`config.mk`:
```
export PLATFORM = sky130hd
export DESIGN_NAME = io_fifo
export DESIGN_NICKNAME = d
export VERILOG_FILES = /design/src/rtl/io_fifo.sv
export SDC_FILE = /design/constraint.sdc
export NUM_CORES = 1
export LEC_CHECK = 0
export ABC_AREA = 1
export BUFFER_PORTS_ARGS = -buffer_cell sky130_fd_sc_hd__buf_2
export CAP_MARGIN = 40
export CORE_ASPECT_RATIO = 0.8
export CORE_MARGIN = 2
export CORE_UTILIZATION = 50
export DETAILED_ROUTE_END_ITERATION = 10
export HOLD_SLACK_MARGIN = 0.06
export PLACE_DENSITY = 0.74
export SLEW_MARGIN = 40
export SYNTH_ARGS = -nofsm -noshare
export SYNTH_HDL_FRONTEND = slang
export SYNTH_SLANG_ARGS = --single-unit
```
`constraint.sdc`:
```
create_clock -name clk -period 2.9 [get_ports clk]
set_input_delay 0.435 -clock clk [delete_from_list [all_inputs] [get_ports clk]]
set_output_delay 0.435 -clock clk [all_outputs]
set_load 0.02 [all_outputs]
```
`src/rtl/io_fifo.sv`:
```
// io_fifo: parametrised synchronous FIFO with selectable standard/FWFT read
// mode, almost-full/almost-empty thresholds and an occupancy count.
// Optional sticky overflow/underflow flags are compiled in when the macro
// IO_FIFO_ERR_EN is defined; otherwise they are tied low and err_clr is unused.
module io_fifo #(
  parameter int unsigned WIDTH      = 8,
  parameter int unsigned ADDR_W     = 2,
  parameter int unsigned AFULL_THR  = 3,
  parameter int unsigned AEMPTY_THR = 1,
  parameter int unsigned FWFT       = 0
) (
  input  logic              clk,
  input  logic              rst_n,
  input  logic              wr_en,
  input  logic [WIDTH-1:0]  din,
  input  logic              rd_en,
  output logic [WIDTH-1:0]  dout,
  output logic              empty,
  output logic              full,
  output logic              almost_empty,
  output logic              almost_full,
  output logic [ADDR_W:0]   count,
  input  logic              err_clr,
  output logic              overflow,
  output logic              underflow
);

  localparam int unsigned DEPTH = 1 << ADDR_W;
  localparam int unsigned CW    = ADDR_W + 1;
  localparam logic [CW-1:0] DEPTH_C  = CW'(DEPTH);
  localparam logic [CW-1:0] AFULL_C  = CW'(AFULL_THR);
  localparam logic [CW-1:0] AEMPTY_C = CW'(AEMPTY_THR);

  logic [WIDTH-1:0]  mem [DEPTH];
  logic [ADDR_W-1:0] wr_ptr;
  logic [ADDR_W-1:0] rd_ptr;
  logic              wr_acc;
  logic              rd_acc;

  // Accept decode: a pop frees the slot for a same-cycle write at full,
  // but a same-cycle write never makes a read of an empty FIFO valid.
  always_comb begin
    rd_acc = rd_en && !empty;
    wr_acc = wr_en && (!full || rd_acc);
  end

  // Status flags decoded from the registered occupancy.
  always_comb begin
    empty        = (count == '0);
    full         = (count == DEPTH_C);
    almost_empty = (count <= AEMPTY_C);
    almost_full  = (count >= AFULL_C);
  end

  // Storage array; intentionally not reset.
  always_ff @(posedge clk) begin
    if (wr_acc) begin
      mem[wr_ptr] <= din;
    end
  end

  // Pointers wrap naturally; count moves only when exactly one side is accepted.
  always_ff @(posedge clk or negedge rst_n) begin
    if (!rst_n) begin
      wr_ptr <= '0;
      rd_ptr <= '0;
      count  <= '0;
    end else begin
      if (wr_acc) begin
        wr_ptr <= wr_ptr + ADDR_W'(1);
      end
      if (rd_acc) begin
        rd_ptr <= rd_ptr + ADDR_W'(1);
      end
      case ({wr_acc, rd_acc})
        2'b10:   count <= count + CW'(1);
        2'b01:   count <= count - CW'(1);
        default: count <= count;
      endcase
    end
  end

  generate
    if (FWFT != 0) begin : g_fwft
      // Head of queue shown combinationally; forced to zero while empty so
      // the reset value of dout is still zero.
      always_comb begin
        dout = empty ? '0 : mem[rd_ptr];
      end
    end else begin : g_std
      // Registered read port; holds its value on idle and rejected reads.
      always_ff @(posedge clk or negedge rst_n) begin
        if (!rst_n) begin
          dout <= '0;
        end else if (rd_acc) begin
          dout <= mem[rd_ptr];
        end
      end
    end
  endgenerate

`ifdef IO_FIFO_ERR_EN
  // Sticky error flags; a new error in the same cycle as err_clr wins.
  always_ff @(posedge clk or negedge rst_n) begin
    if (!rst_n) begin
      overflow  <= 1'b0;
      underflow <= 1'b0;
    end else begin
      if (wr_en && !wr_acc) begin
        overflow <= 1'b1;
      end else if (err_clr) begin
        overflow <= 1'b0;
      end
      if (rd_en && !rd_acc) begin
        underflow <= 1'b1;
      end else if (err_clr) begin
        underflow <= 1'b0;
      end
    end
  end
`else
  logic unused_err_clr;

  // Error reporting compiled out: flags tied low, err_clr has no effect.
  always_comb begin
    overflow       = 1'b0;
    underflow      = 1'b0;
    unused_err_clr = err_clr;
  end
`endif

endmodule

```
==> results.yml <==
status:
  status: "finished, final reports clean"
setup_path:
  slowest_stage: "ha_1"
  cp_slowest_stage_delay_ns: 0.44
  crit_path_end_kind: "flip-flop"
  crit_type: "reg2reg"
  crit_fanout: 11
  worst-path-buf-inv: 6
  critPathRequiredTime_ns: 3.10
  worstPathArrival_ns: 2.43
  crit_chain: "inv_1 -> ha_1 -> inv_1 -> o21ai_1 -> buf_4 -> clkinv_1 -> ha_1 -> inv_1 -> o21ai_0 -> nand2_1 -> nand2_1 -> inv_1"
  path_delay_family: "buffers and inverters"
  cp-start-kind: "flip-flop"
  crit_top_cell: "inv_1"
clocking:
  clockBufferDepth: 2
  clock_latency_ns: 0.30
  cts_setup_buffers: 0
  cts_sinks: 47
  path_clk_slew_ns: 0.08
  clockRootBuffer: "clkbuf_8"
  cts_made_buffers: 5
  cts_tree: "built"
  cts_resized: 0
  hold_buffers: 1
  cts_max_level: 2
power:
  p_total_mw: 2.437
  power.leakage_nw: 1.250
  vdd_ir_drop_max_mv: 0.4615
  power_density_nw_per_um2: 984.0
sta:
  fmax_mhz: 449.7
  report.final.hold_viol_count: 0
  finalCritPeriodShare: 0.7668
  rsz0062_at_grt: "false"
  hold_slack_ns: 0.3489
  final.setup.tns_ns: 0
  maxSlewHeadroom: 0.5213
  skew_ns: 0.008541
  slew_viol_final: 0
  setup_viol: 0
  finalCriticalPeriod_ns: 2.224
  worst_slew_pin_slew_ns: 0.7154
synth:
  synth_top_area_share: 0.4414
  ys.warnings.count: 0
  synth_edf_count: 32
  netlist_area_sq_um: 2177
  ys_seq_area_frac: 0.6138
  synth_seq_cells: 47
  ys_async_sr_fraction: 0.3191
  yosysTopAreaCell: "edfxtp_1"
  synth_common_cells: "nand2_1 (72), inv_1 (47), edfxtp_1 (32)"
  yosysMostFrequentCell: "nand2_1"
  avgSynthCellArea_sq_um: 9.676
  synth_flop_cell: "edfxtp_1"
  synthCells: 225
  yosys-top-cells-area: "edfxtp_1 (44%), dfrtp_1 (17%), nand2_1 (12%), inv_1 (8.1%), ha_1 (5.7%)"
  synth_cell_types: 19
drt:
  wl_per_cell_um: 12.02
  first_pass_iters: 4
  drc: 0
  ant_nets: 0
  vias: 1447
  drt_iter0_markers: 73
  wl_mm: 3.773
  viasPerCell: 4.608
place:
  port_buffers: 26
  post-dp-hpwl_mm: 2.607
  place.gp.congestion: 0.7654
floorplanning:
  die_h_um: 63.02
  core-area_sq_um: 4178
  die_x_um: 77.78
  die_area_sq_um: 4901
  start_util: 0.5211
  io_pins: 30
  rows: 21
hold_path:
  hold_class: "in2reg"
final_layout:
  fill_cells: 355
  syn_to_final_growth_pct: 13.74
  seq_area_sq_um: 1336
  diodes: 0
  multiInputGateArea_sq_um: 614.3
  fin_nets: 279
  drive_gt1_frac: 0.1595
grt:
  grtUsageTotal: 0.1730
  antenna_found_initial: 0
  grt-ovfl-total: 0
  grt_pass1_vias: 1378
  grt_pass1_wl_mm: 6.361
  grt_max_degree: 19
flow_run:
  drv_cap: 0
[state kept, by name, indices dropped and copies added (netlist names)]
register,flops
count,3
dout,8
mem,32
rd_ptr,2
wr_ptr,2
[layer usage]
layer	track usage	wire [um]	vias to the layer above
li1	-	-	740
met5	0	0	-
met4	0.04688	19	0
met2	0.2759	1831	29
met1	0.2249	1728	676
met3	0.06069	194	2
[final timing paths]
path / startpoint / end / slack (ns) / cells after the start
hold reg to reg: dout[3]$_DFFE_PN0P_ / dout[3]$_DFFE_PN0P_ / 0.48 / 2
hold / removal: din[4] / mem[1][4]$_DFFE_PP_ / 0.35 / 1
setup / recovery: count[0]$_DFFE_PN0P_ / count[2]$_DFFE_PN0P_ / 0.68 / 12
max in group asynchronous: rst_n / wr_ptr[1]$_DFFE_PN0P_ / 2.06 / 2
min in group asynchronous: rst_n / rd_ptr[0]$_DFFE_PN0P_ / 0.58 / 2
setup reg to reg: count[0]$_DFFE_PN0P_ / count[2]$_DFFE_PN0P_ / 0.68 / 12
[layout by cell type (no fill, tap or decap), types with 2 or more instances in the layout]
master and n:
buf_4 3, nand3_1 18, dfrtp_1 15, clkinv_1 2, xnor2_1 2, conb_1 2
edfxtp_1 32, o21ai_0 5, xor2_1 2, nor2_1 6, nand2_1 72, clkbuf_8 7
ha_1 10, inv_1 47, buf_2 26
[logic make-up after synthesis]
group | Yosys count | synth area share
simple gates | 98 | 0.1805
buf+inv | 57 | 0.1069
flops | 47 | 0.6138
fa+ha+maj | 10 | 0.05747
compound gates | 8 | 0.02356
xor+xnor | 4 | 0.01609
other cells | 1 | 0.001722
[per-stage QoR]
| stage | instances | setup slack [ns] | util | instance area (sq um) |
|---|---|---|---|---|
| floorplan | 226 | 0.9595 | - | 2181 |
| global placement | 305 | 0.7272 | 0.5648 | 2360 |
| detailed placement | 305 | 0.6818 | 0.5648 | 2360 |
| CTS | 314 | 0.6697 | 0.5921 | 2474 |
| global route | 314 | 0.4016 | 0.5927 | 2476 |
| finish | 314 | 0.6764 | 0.5927 | 2476 |
[report_power, final]
group	total [mW]	switching [mW]	internal [mW]
sequential	1.07	0.155	0.917
combinational	0.940	0.616	0.324
clock	0.425	0.208	0.217
[area by class of cell]
| type | count | area share |
|---|---|---|
| tap | 57 | 0.02880 |
| timing repair buffer | 30 | 0.06569 |
| sequential | 47 | 0.5397 |
| multi-input combinational | 122 | 0.2481 |
| clock inverter | 1 | 0.003032 |
| inverter | 50 | 0.07580 |
| clock buffer | 7 | 0.03891 |
Note: power is estimated with default switching activity, not from simulation.
